$ cat src/rtl/psr_branch_unit_if.sv
`default_nettype none
// +--------------------------------------------------------------------------+
// | psr_branch_unit_if: decoder <-> branch unit request and PC status bundle |
// | Revision: 1.0                                                            |
// +--------------------------------------------------------------------------+
interface psr_branch_unit_if #(
  parameter int ADDR_WIDTH = 16,
  parameter int CNT_WIDTH  = 16
);
  logic [15:0]           psr;
  logic [3:0]            cond;
  logic                  pc_en;
  logic                  branch_req;
  logic                  jump_req;
  logic                  jal_req;
  logic [7:0]            disp;
  logic [ADDR_WIDTH-1:0] target;
  logic [ADDR_WIDTH-1:0] pc;
  logic [ADDR_WIDTH-1:0] link_addr;
  logic                  taken;
  logic                  flush;
  logic [CNT_WIDTH-1:0]  taken_count;

  // Decoder / controller side
  modport master (
    output psr, cond, pc_en, branch_req, jump_req, jal_req, disp, target,
    input  pc, link_addr, taken, flush, taken_count
  );

  // Branch unit side
  modport slave (
    input  psr, cond, pc_en, branch_req, jump_req, jal_req, disp, target,
    output pc, link_addr, taken, flush, taken_count
  );
endinterface
`default_nettype wire

$ cat src/rtl/psr_branch_unit.sv
`default_nettype none
// +--------------------------------------------------------------------------+
// | psr_branch_unit: PSR condition evaluation, PC ownership, Bcond/Jcond/JAL |
// | Revision: 1.0                                                            |
// +--------------------------------------------------------------------------+
module psr_branch_unit #(
  parameter int                    ADDR_WIDTH = 16,
  parameter logic [ADDR_WIDTH-1:0] RESET_PC   = '0,
  parameter int                    CNT_WIDTH  = 16
) (
  input  logic               clk,
  input  logic               reset,
  psr_branch_unit_if.slave   bus
);

  typedef enum logic [0:0] {
    ST_RUN   = 1'b0,
    ST_FLUSH = 1'b1
  } state_t;

  state_t                state_q, state_d;
  logic [ADDR_WIDTH-1:0] pc_q, pc_d;
  logic [ADDR_WIDTH-1:0] link_q, link_d;
  logic                  taken_q, taken_d;
  logic                  flush_q, flush_d;
  logic [CNT_WIDTH-1:0]  cnt_q, cnt_d;

  logic                  flag_c, flag_l, flag_f, flag_z, flag_n;
  logic                  cond_ok;
  logic                  take;
  logic [ADDR_WIDTH-1:0] disp_ext;
  logic                  psr_bits_unused;

  assign flag_c = bus.psr[0];
  assign flag_l = bus.psr[2];
  assign flag_f = bus.psr[5];
  assign flag_z = bus.psr[6];
  assign flag_n = bus.psr[7];
  assign psr_bits_unused = ^{bus.psr[15:8], bus.psr[4:3], bus.psr[1]};

  assign disp_ext = {{(ADDR_WIDTH-8){bus.disp[7]}}, bus.disp};

  always_comb begin
    cond_ok = 1'b0;
    case (bus.cond)
      4'b0000: cond_ok =  flag_z;
      4'b0001: cond_ok = ~flag_z;
      4'b0010: cond_ok =  flag_c;
      4'b0011: cond_ok = ~flag_c;
      4'b0100: cond_ok =  flag_l;
      4'b0101: cond_ok = ~flag_l;
      4'b0110: cond_ok =  flag_n;
      4'b0111: cond_ok = ~flag_n;
      4'b1000: cond_ok =  flag_f;
      4'b1001: cond_ok = ~flag_f;
      4'b1010: cond_ok = ~flag_l & ~flag_z;
      4'b1011: cond_ok =  flag_l |  flag_z;
      4'b1100: cond_ok = ~flag_n & ~flag_z;
      4'b1101: cond_ok =  flag_n |  flag_z;
      4'b1110: cond_ok = 1'b1;
      default: cond_ok = 1'b0;
    endcase
  end

  always_comb begin
    state_d = state_q;
    pc_d    = pc_q;
    link_d  = link_q;
    taken_d = 1'b0;
    flush_d = 1'b0;
    cnt_d   = cnt_q;
    take    = 1'b0;

    case (state_q)
      ST_RUN: begin
        if (bus.pc_en) begin
          if (bus.jal_req) begin
            link_d = pc_q + ADDR_WIDTH'(1);
            pc_d   = bus.target;
            take   = 1'b1;
          end else if (bus.jump_req && cond_ok) begin
            pc_d   = bus.target;
            take   = 1'b1;
          end else if (bus.branch_req && cond_ok) begin
            pc_d   = pc_q + disp_ext;
            take   = 1'b1;
          end else begin
            pc_d   = pc_q + ADDR_WIDTH'(1);
          end
        end
      end
      // The flush slot ignores every request, even with pc_en low.
      ST_FLUSH: state_d = ST_RUN;
      default:  state_d = ST_RUN;
    endcase

    if (take) begin
      state_d = ST_FLUSH;
      taken_d = 1'b1;
      flush_d = 1'b1;
      if (cnt_q != {CNT_WIDTH{1'b1}}) begin
        cnt_d = cnt_q + CNT_WIDTH'(1);
      end
    end
  end

  always_ff @(posedge clk or negedge reset) begin
    if (!reset) begin
      state_q <= ST_RUN;
      pc_q    <= RESET_PC;
      link_q  <= '0;
      taken_q <= 1'b0;
      flush_q <= 1'b0;
      cnt_q   <= '0;
    end else begin
      state_q <= state_d;
      pc_q    <= pc_d;
      link_q  <= link_d;
      taken_q <= taken_d;
      flush_q <= flush_d;
      cnt_q   <= cnt_d;
    end
  end

  assign bus.pc          = pc_q;
  assign bus.link_addr   = link_q;
  assign bus.taken       = taken_q;
  assign bus.flush       = flush_q;
  assign bus.taken_count = cnt_q;

endmodule
`default_nettype wire

$ cat src/flat_wrapper.sv
// flat-port wrapper written by rule: the top's interface ports become plain ports
module psr_branch_unit_flat 
#(
  parameter int                    ADDR_WIDTH = 16,
  parameter logic [ADDR_WIDTH-1:0] RESET_PC   = '0,
  parameter int                    CNT_WIDTH  = 16
)
  (clk, reset, bus_psr, bus_cond, bus_pc_en, bus_branch_req, bus_jump_req, bus_jal_req, bus_disp, bus_target, bus_pc, bus_link_addr, bus_taken, bus_flush, bus_taken_count);
  psr_branch_unit_if #(.ADDR_WIDTH(ADDR_WIDTH), .CNT_WIDTH(CNT_WIDTH)) bus_i ();
  input  logic clk;
  input  logic reset;
  input wire logic [$bits(bus_i.psr)-1:0] bus_psr;
  input wire logic [$bits(bus_i.cond)-1:0] bus_cond;
  input wire logic [$bits(bus_i.pc_en)-1:0] bus_pc_en;
  input wire logic [$bits(bus_i.branch_req)-1:0] bus_branch_req;
  input wire logic [$bits(bus_i.jump_req)-1:0] bus_jump_req;
  input wire logic [$bits(bus_i.jal_req)-1:0] bus_jal_req;
  input wire logic [$bits(bus_i.disp)-1:0] bus_disp;
  input wire logic [$bits(bus_i.target)-1:0] bus_target;
  output wire logic [$bits(bus_i.pc)-1:0] bus_pc;
  output wire logic [$bits(bus_i.link_addr)-1:0] bus_link_addr;
  output wire logic [$bits(bus_i.taken)-1:0] bus_taken;
  output wire logic [$bits(bus_i.flush)-1:0] bus_flush;
  output wire logic [$bits(bus_i.taken_count)-1:0] bus_taken_count;
  assign bus_i.psr = bus_psr;
  assign bus_i.cond = bus_cond;
  assign bus_i.pc_en = bus_pc_en;
  assign bus_i.branch_req = bus_branch_req;
  assign bus_i.jump_req = bus_jump_req;
  assign bus_i.jal_req = bus_jal_req;
  assign bus_i.disp = bus_disp;
  assign bus_i.target = bus_target;
  assign bus_pc = bus_i.pc;
  assign bus_link_addr = bus_i.link_addr;
  assign bus_taken = bus_i.taken;
  assign bus_flush = bus_i.flush;
  assign bus_taken_count = bus_i.taken_count;
  psr_branch_unit #(.ADDR_WIDTH(ADDR_WIDTH), .RESET_PC(RESET_PC), .CNT_WIDTH(CNT_WIDTH)) u_core (.clk(clk), .reset(reset), .bus(bus_i));
endmodule
$ cat config.mk
export PLATFORM = sky130hd
export DESIGN_NAME = psr_branch_unit_flat
export DESIGN_NICKNAME = d
export VERILOG_FILES = /design/src/rtl/psr_branch_unit_if.sv /design/src/rtl/psr_branch_unit.sv /design/src/flat_wrapper.sv
export SDC_FILE = /design/constraint.sdc
export NUM_CORES = 1
export LEC_CHECK = 0
export CORE_MARGIN = 4
export CORE_UTILIZATION = 48
export CTS_CLUSTER_SIZE = 8
export DETAILED_ROUTE_END_ITERATION = 10
export GPL_TIMING_DRIVEN = 0
export HOLD_SLACK_MARGIN = 0.08
export PLACE_DENSITY_LB_ADDON = 0.3
export SKIP_LAST_GASP = 1
export SYNTH_ARGS = -nofsm -noshare
export SYNTH_HDL_FRONTEND = slang
export SYNTH_SLANG_ARGS = --single-unit
$ cat constraint.sdc
create_clock -name clk -period 2.55 [get_ports clk]
set_clock_uncertainty 0.1 [all_clocks]
set_input_delay 0.255 -clock clk [delete_from_list [all_inputs] [get_ports clk]]
set_output_delay 0.255 -clock clk [all_outputs]
set_load 0.05 [all_outputs]
==> out/metrics.cfg, run 1 <==
[clock_network]
cts-htree-levels=2
clkLatencyLatePin_ns=0.31
root_buffer=clkbuf_8
path_clk_slew_ns=0.10
clockBufferDepth=2
clock_sinks=49
cts_buffers=5
cts_tree=done

[power]
swShare_pct=48.2
share_comb_of_total_power_pct=58.0
p_int_mw=2.09
p_seq_share_pct=29.9
p_leak_nw=1.99
net-switching-power_mw=1.95
irDropWorstVdd_v=0.000617
pwr-share-clk_pct=12.0
p_per_area_nw_per_um2=854

[yosys]
synthCells=382
synth-seq-area-share_pct=35.4
postSynthNetCount=450
ys_ff_latch=49
syn_area_per_cell_um2=9.06
ys.warnings.count=0
synth_flop_cell=dfrtp_1
synth_cell_type_count=56
netlist_area_um2=3460
async_reset_ff_share_pct=100
synth_enable_flop_cells=0

[worst_hold_path]
hold_class=in2async

[timing]
rsz0062_at_grt=yes
fin_crit_sh_pct=98.3
hold_viol_final=0
fin_crit_ns=2.51
worst_pin_slew_ns=0.581
tns_ns=0
slew_headroom_pct=61.3
setup_viol=0
timing.fmax_mhz=399
drv_slew=0

[global_routing]
grt_util_all_layers_pct=22.3
overflow=0
grt_max_degree=26
grt_pass1_vias=3239
grt_first_pass_wirelength_um=15400
antenna_found_initial=0

[placement]
io_buffers=87
place_congestion=0.879
post_dp_cell_area_um2=4470
dpl.hpwl_um=7250
dpl.cell_count=566

[layout]
mostFrequentLayoutCells=clkdlybuf4s50_1 (83), nand2_1 (50), dfrtp_1 (46), o21ai_0 (39), xnor2_1 (26)
fin_nets=556
multi_input_area_um2=2160
final_cells=585
final_layout_size_suffix_gt1_share_pct=12.7
n_antenna_cell=0
seqCellArea_um2=1230
nFillCells=577
syn2layout_area_growth_pct=36.7
fin_area_um2=4730
mostFrequentLayoutCell=clkdlybuf4s50_1

[route]
firstDrtPassIters=5
ant_nets=0
drc_errors=0
via_per_inst=5.61
finalWirelength_um=9420
initialDrtViolationCount=154
wl_per_cell_um=16.1
vias=3283

[die]
design.die.area_um2=8630
coreArea_um2=6910
ios=100
start_util_pct=50.1
die_y_um=92.9
rows=30
die_w_um=92.9

[setup_path]
cpMaxStageDelayCell=dfrtp_2
critPathMaxStageDelay_ns=0.44
arrival_ns=2.61
critPathRequiredTime_ns=2.65
worstPathMaxFanout=4
startpoint=u_core.bus.pc[0]
critPathCaptureType=flip-flop
path_cells=ha_4, inv_2, fa_2, nor2b_2, o31a_1, o211ai_1, a31oi_1, a21oi_1, xor2_1, a21oi_1, o22a_1
crit_path_frequent_cell=a21oi_1
critPathKind=reg2reg
reg2reg_from=u_core.bus.pc[0]
path_buf_inv=1
start_kind=flip-flop
crit_family=compound AO/OA/AOI/OAI gates

[job]
drv_cap=0

[status]
status=completed

-- metal layers --
layer | up-vias | track usage, % | share of wire [%]
met1 | 1578 | 29.7 | 44
met2 | 115 | 37.6 | 49
met4 | 0 | 5.62 | 1.5
met5 | - | 0 | 0
li1 | 1576 | - | -
met3 | 14 | 3.66 | 5.5
-- worst reg2reg max path, stage by stage (launching register included) --
cell and delay, ns:
dfrtp_2 0.44, ha_4 0.18, inv_2 0.06, fa_2 0.21
nor2b_2 0.05, o31a_1 0.33, o211ai_1 0.27, a31oi_1 0.13
a21oi_1 0.19, xor2_1 0.19, a21oi_1 0.08, o22a_1 0.17
-- metrics by stage --
step	power, mW	hold WS (ns)	util [%]	setup WS [ns]
2_1_floorplan	2.72	-0.141	-	0.0256
3_3_place_gp	3.42	0.362	64.5	-0.430
3_5_place_dp	3.47	0.187	64.7	-0.399
4_1_cts	3.97	0.379	66.6	0.00742
5_1_grt	4.29	0.418	68.5	-0.138
6_report	4.04	0.374	68.5	0.0425
-- cell type report --
| cell class | instances | share of cell area [%] |
|---|---|---|
| Sequential cell | 49 | 26.0 |
| Timing Repair Buffer | 99 | 20.9 |
| Inverter | 12 | 0.952 |
| Tap cell | 96 | 2.54 |
| Multi-Input combinational cell | 307 | 45.7 |
| Clock buffer | 5 | 1.45 |
| Clock inverter | 3 | 0.555 |
| Buffer | 14 | 1.90 |
-- power groups by stage --
stage               Sequential, mW  Combinational [mW]  Clock [mW]
floorplan                     1.85               0.869           0
global placement              1.22                2.20           0
detailed placement            1.22                2.25           0
CTS                           1.20                2.28       0.489
global route                  1.25                2.51       0.526
finish                        1.21                2.34       0.485
-- kinds of logic after synthesis --
group | Yosys count | share of synthesized area, %
buf+inv | 26 | 3.90
mux | 15 | 4.56
xor+xnor | 42 | 10.8
flops | 49 | 35.4
fa+ha+maj | 18 | 6.72
compound gates | 104 | 20.0
simple gates | 128 | 18.5
-- cells in the mapped netlist, types with 2 or more instances --
master | n | area, um2
o21bai_1 | 4 | 30.0
nor2_1 | 16 | 60.1
o21a_1 | 2 | 15.0
a21oi_1 | 17 | 85.1
nand2_1 | 50 | 188
buf_6 | 3 | 33.8
nor2b_1 | 3 | 18.8
o211ai_1 | 5 | 37.5
ha_1 | 17 | 213
nand3_1 | 12 | 60.1
o21ai_0 | 42 | 210
o21ai_1 | 2 | 10.0
or3_1 | 2 | 12.5
inv_1 | 12 | 45.0
nand2b_1 | 6 | 37.5
clkbuf_1 | 7 | 26.3
dfrtp_1 | 49 | 1230
and3_1 | 11 | 68.8
a31oi_1 | 6 | 37.5
nand4_1 | 5 | 31.3
a211oi_1 | 5 | 37.5
and4_1 | 3 | 26.3
nor3b_1 | 2 | 15.0
or2_2 | 3 | 18.8
mux2i_1 | 9 | 90.1
nor3_1 | 7 | 35.0
o22ai_1 | 2 | 12.5
xor2_1 | 15 | 131
mux2_2 | 6 | 67.6
a21o_1 | 3 | 22.5
and2_1 | 3 | 18.8
xnor2_1 | 26 | 228
buf_4 | 4 | 30.0
-- path summary, 6_finish.rpt --
check,end,slack [ns],depth (start not counted)
worst max-delay path,u_core.bus.pc[14],0.04,11
worst min-delay path,u_core.bus.link_addr[13],0.37,2
worst max register to register,u_core.bus.pc[14],0.04,11
worst min register to register,u_core.bus.link_addr[12],0.39,2
max in group asynchronous,u_core.bus.pc[2],1.42,3
min in group clk,u_core.bus.link_addr[12],0.39,2
-- flip-flops by register name, summed over array words and instances (netlist names) --
register	count
u_core.state_q	1
u_core.bus.pc	16
u_core.bus.link_addr	16
u_core.bus.taken_count	16
-- what timing repair did --
item                                   CTS  global route
resized for setup                        4            15
setup endpoints to repair                6            20
endpoints found under the hold margin   24             0
setup buffers                            2             8
hold buffers                             1             0
pin swaps                                4            15
Note: power is estimated with default switching activity, not from simulation.
==> run 2: changes to the inputs <==
--- a/config.mk
+++ b/config.mk
@@ -5,7 +5,6 @@
 export SDC_FILE = /design/constraint.sdc
 export NUM_CORES = 1
 export LEC_CHECK = 0
-export CORE_MARGIN = 4
 export CORE_UTILIZATION = 48
 export CTS_CLUSTER_SIZE = 8
 export DETAILED_ROUTE_END_ITERATION = 10
==> out/metrics.cfg, run 2 (same netlist as run 1, synthesis figures left out) <==
[clock_network]
root_buffer=clkbuf_8
clock_sinks=49
cts_buffers=5
path_clk_slew_ns=0.09
cts-htree-levels=2
cts_tree=done
clockBufferDepth=2
clkLatencyLatePin_ns=0.30

[die]
ios=100
rows=30
start_util_pct=50.4
design.die.area_um2=7550
coreArea_um2=6870
die_w_um=86.9
die_y_um=86.9

[route]
drc_errors=0
via_per_inst=5.57
firstDrtPassIters=5
finalWirelength_um=9260
ant_nets=0
wl_per_cell_um=15.7
initialDrtViolationCount=169
vias=3279

[global_routing]
antenna_found_initial=0
grt_pass1_vias=3096
grt_first_pass_wirelength_um=14700
overflow=0
grt_max_degree=26
grt_util_all_layers_pct=25.2

[placement]
dpl.hpwl_um=6940
dpl.cell_count=566
place_congestion=0.846
io_buffers=87

[setup_path]
r2r_end=u_core.bus.pc[14]
critPathRequiredTime_ns=2.64
critPathKind=reg2reg
reg2reg_from=u_core.bus.pc[0]
r2r_setup_slack_ns=0.03
worstPathMaxFanout=4
r2r_cells=11
start_kind=flip-flop
critPathCaptureType=flip-flop
arrival_ns=2.61

[layout]
mostFrequentLayoutCells=clkdlybuf4s50_1 (82), nand2_1 (50), dfrtp_1 (46), o21ai_0 (38), xnor2_1 (26)
mostFrequentLayoutCell=clkdlybuf4s50_1
n_antenna_cell=0
final_cells=589
syn2layout_area_growth_pct=37.1
fin_nets=560
final_layout_size_suffix_gt1_share_pct=13.2

[timing]
hold_viol_final=0
tns_ns=0
fin_crit_sh_pct=98.9
timing.fmax_mhz=396
rsz0062_at_grt=yes
slew_headroom_pct=58.5
drv_slew=0
worst_pin_slew_ns=0.623
holdWs_ns=0.388
setup_viol=0
fin_crit_ns=2.52

[power]
pwr-share-clk_pct=11.5
irDropWorstVdd_v=0.000611
p_seq_share_pct=30.0
swShare_pct=48.1
p_int_mw=2.10
net-switching-power_mw=1.94
finalPower_mw=4.04
share_comb_of_total_power_pct=58.5
p_leak_nw=2.02
p_per_area_nw_per_um2=852

[status]
status=completed

[job]
drv_cap=0

[worst_hold_path]
worstHoldStart=bus_disp[0]
hold_depth=4
hold_path_end=u_core.bus.pc[0]
hold_class=in2reg

## run 2: through the flow
step	cell area [um2]	util (%)	setup WS, ns
2_1_floorplan	3460	-	0.0256
3_3_place_gp	4460	64.9	-0.454
5_1_grt	4740	69.1	-0.0718
6_report	4740	69.1	0.0274
3_5_place_dp	4470	65.1	-0.372
4_1_cts	4590	66.8	-0.0362
## run 2: area by class of cell
class / instances / area (um2)
repair buffers: 103 / 1010
well taps: 96 / 120
clock inverters: 3 / 22.5
fillers: 554 / 2120
plain buffers: 14 / 90.1
clock buffers: 5 / 68.8
inverters: 12 / 45.0
multi-input cells: 307 / 2160
flip-flops and latches: 49 / 1230
## run 2: what timing repair did
| action | in CTS | in global routing |
|---|---|---|
| endpoints found under the setup margin | 7 | 21 |
| hold buffers | 1 | 0 |
| endpoints found under the hold margin | 24 | 0 |
| buffers inserted | 2 | 12 |
| pin swaps | 1 | 15 |
| resized for setup | 3 | 18 |
## run 2: critical path, stage by stage (launching register included)
cell	delay [ns]
dfrtp_2	0.44
ha_4	0.18
inv_2	0.06
fa_2	0.21
nor2b_2	0.05
o31a_1	0.34
o211ai_1	0.28
a31oi_1	0.13
a21oi_1	0.18
xor2_1	0.16
a21oi_1	0.08
o22a_1	0.20
## run 2: worst max path at each step
stage                           from                end  cells past startpoint
floorplan           u_core.bus.pc[0]  u_core.bus.pc[10]                     11
finish              u_core.bus.pc[0]  u_core.bus.pc[14]                     11
global route        u_core.bus.pc[0]  u_core.bus.pc[14]                     11
detailed placement       bus_disp[7]  u_core.bus.pc[11]                     10
CTS                      bus_disp[0]  u_core.bus.pc[10]                     12
global placement               reset   u_core.bus.pc[2]                      1
## run 2: per-layer routing
| metal | GRT usage [%] | share of wire [%] |
|---|---|---|
| met5 | 0 | 0 |
| met3 | 3.98 | 5.5 |
| met1 | 33.4 | 44 |
| met4 | 6.21 | 1.5 |
| met2 | 42.9 | 49 |
## run 2: power groups by stage
stage,registers [mW],clock network [mW],logic [mW]
floorplan,1.85,0,0.869
global placement,1.22,0,2.19
detailed placement,1.23,0,2.24
CTS,1.21,0.471,2.27
global route,1.24,0.508,2.53
finish,1.21,0.464,2.37
==> run 3: changes to the inputs <==
--- a/config.mk
+++ b/config.mk
@@ -5,10 +5,10 @@
 export SDC_FILE = /design/constraint.sdc
 export NUM_CORES = 1
 export LEC_CHECK = 0
-export CORE_UTILIZATION = 48
+export ABC_AREA = 1
+export CORE_UTILIZATION = 51
 export CTS_CLUSTER_SIZE = 8
 export DETAILED_ROUTE_END_ITERATION = 10
-export GPL_TIMING_DRIVEN = 0
 export HOLD_SLACK_MARGIN = 0.08
 export PLACE_DENSITY_LB_ADDON = 0.3
 export SKIP_LAST_GASP = 1
==> out/metrics.cfg, run 3 <==
[setup_path]
start_kind=flip-flop
worstPathMaxFanout=7
critPathCaptureType=flip-flop
critPathRequiredTime_ns=2.66
critPathKind=reg2reg
arrival_ns=2.41

[clock_network]
clkLatencyLatePin_ns=0.31
clock_sinks=49
cts_tree=done
cts-htree-levels=2
clockBufferDepth=2
path_clk_slew_ns=0.09
root_buffer=clkbuf_8
post_cts_buffers=0
cts_buffers=5

[yosys]
synthTopCellsByCount=nand2_1 (202), inv_1 (84), nand3_1 (54)
netlist_area_um2=4190
synth_flop_cell=dfrtp_1
synth_cell_type_count=36
synth_enable_flop_cells=0
synthCells=634
synth-seq-area-share_pct=29.3
synthTopCellsByArea=dfrtp_1 (29%), nand2_1 (18%), inv_1 (7.5%)
ys.warnings.count=0
synth.top_cell.area_share_pct=29.3
yosysTopAreaCell=dfrtp_1
async_reset_ff_share_pct=100
post-synth-top-count-cell=nand2_1
syn_area_per_cell_um2=6.60
ys_ff_latch=49
postSynthNetCount=702

[layout]
syn2layout_area_growth_pct=28.6
fin_nets=806
mostFrequentLayoutCells=nand2_1 (202), clkdlybuf4s50_1 (87), inv_1 (84), nand3_1 (54), nor2_1 (51)
final_cells=841
n_antenna_cell=0
nFillCells=715
mostFrequentLayoutCell=nand2_1
seqCellArea_um2=1230
multi_input_area_um2=2530
final_layout_size_suffix_gt1_share_pct=9.61

[power]
irDropWorstVdd_v=0.000341
p_per_area_nw_per_um2=756
p_leak_nw=2.73

[global_routing]
grt_max_degree=50
antenna_found_initial=0
grt_first_pass_wirelength_um=19200
grt_pass1_vias=4120
grt_util_all_layers_pct=28.0
overflow=0

[status]
status=completed

[placement]
place_ws_ns=0.00930
dpl.cell_count=832
dpl.hpwl_um=8940
place_congestion=0.925
io_buffers=88

[timing]
drv_slew=0
timing.fmax_mhz=434
setup_viol=0
fin_crit_sh_pct=90.4
hold_viol_final=0
slew_headroom_pct=57.3
fin_ws_ns=0.245
tns_ns=0
rsz0062_at_grt=no
fin_crit_ns=2.30
holdWs_ns=0.389
worst_pin_slew_ns=0.641

[die]
die_w_um=92.6
rows=32
start_util_pct=53.3
design.die.area_um2=8570
coreArea_um2=7850
die_y_um=92.6
ios=100

[job]
drv_cap=0

[route]
vias=4441
via_per_inst=5.28
ant_nets=0
finalWirelength_um=11500
firstDrtPassIters=6
initialDrtViolationCount=318
wl_per_cell_um=13.7
drc_errors=0

[worst_hold_path]
hold_class=reg2reg

run 3: changes by cell type after synthesis, sizes merged, moves of 15 or more:
cell,change
nand3,+45
nand2,+173
nand4,+18
xnor2,-15
o21ai,-28
inv,+76
a21oi,+21
nor2,+41
run 3: cell type report:
class	count	area share [%]
Multi-Input combinational cell	481	47.1
Inverter	88	6.14
Tap cell	102	2.37
Clock inverter	2	0.256
Sequential cell	49	22.8
Clock buffer	6	1.53
Timing Repair Buffer	113	19.8
run 3: what timing repair did:
item / 4_1_cts / 5_1_grt
endpoints found under the setup margin: 0 / 0
hold endpoints to repair: 49 / 0
resized for setup: 0 / 0
hold buffers: 1 / 0
run 3: worst max-delay path: stages (launching register included):
cell and delay [ns]:
dfrtp_1 0.50, ha_1 0.25, inv_1 0.06, fa_1 0.35
inv_1 0.07, nand3_1 0.08, nand3_1 0.16, nand2_1 0.07
nand2_1 0.10, nand3_1 0.10, nand2_1 0.07, nand2_1 0.04
nand3_1 0.07, nand3_1 0.06, nand2_1 0.07, nand2_1 0.04
run 3: metrics by stage:
stage / utilization, % / instance area [um2] / total power, mW
after floorplan: - / 4190 / 2.73
after global placement: 67.2 / 5280 / 3.50
after detailed placement: 67.2 / 5280 / 3.56
after CTS: 68.6 / 5380 / 4.06
after global routing: 68.6 / 5380 / 4.34
final: 68.6 / 5380 / 4.07
run 3: worst paths after layout:
kind / startpoint / endpoint / slack [ns] / cells past startpoint
max: u_core.bus.pc[0] / u_core.bus.pc[14] / 0.25 / 15
min: u_core.bus.link_addr[8] / u_core.bus.link_addr[8] / 0.39 / 2
max reg2reg: u_core.bus.pc[0] / u_core.bus.pc[14] / 0.25 / 15
min reg2reg: u_core.bus.link_addr[8] / u_core.bus.link_addr[8] / 0.39 / 2
max in group asynchronous: reset / u_core.bus.link_addr[9] / 1.44 / 3
min in group asynchronous: reset / u_core.bus.link_addr[0] / 0.47 / 3
run 3: routing by layer:
layer | part of all wire, % | GRT usage, % | vias to the layer above
met5 | 0 | 0 | -
met4 | 1.1 | 7.03 | 0
met3 | 6.8 | 3.61 | 13
met2 | 49 | 48.1 | 167
met1 | 43 | 37.2 | 2037
li1 | - | - | 2224
run 3: cells by family after synthesis:
group,count (synthesis),share of synthesized area [%]
AO/OA/AOI/OAI,56,7.03
flip-flops,49,29.3
buffers and inverters,104,10.2
adder cells (fa/ha/maj),18,5.56
XOR/XNOR,33,6.91
AND/OR/NAND/NOR,374,41.0
run 3: power breakdown:
group	switching (mW)	internal (mW)
Sequential	0.203	0.945
Combinational	1.55	0.863
Clock	0.285	0.221
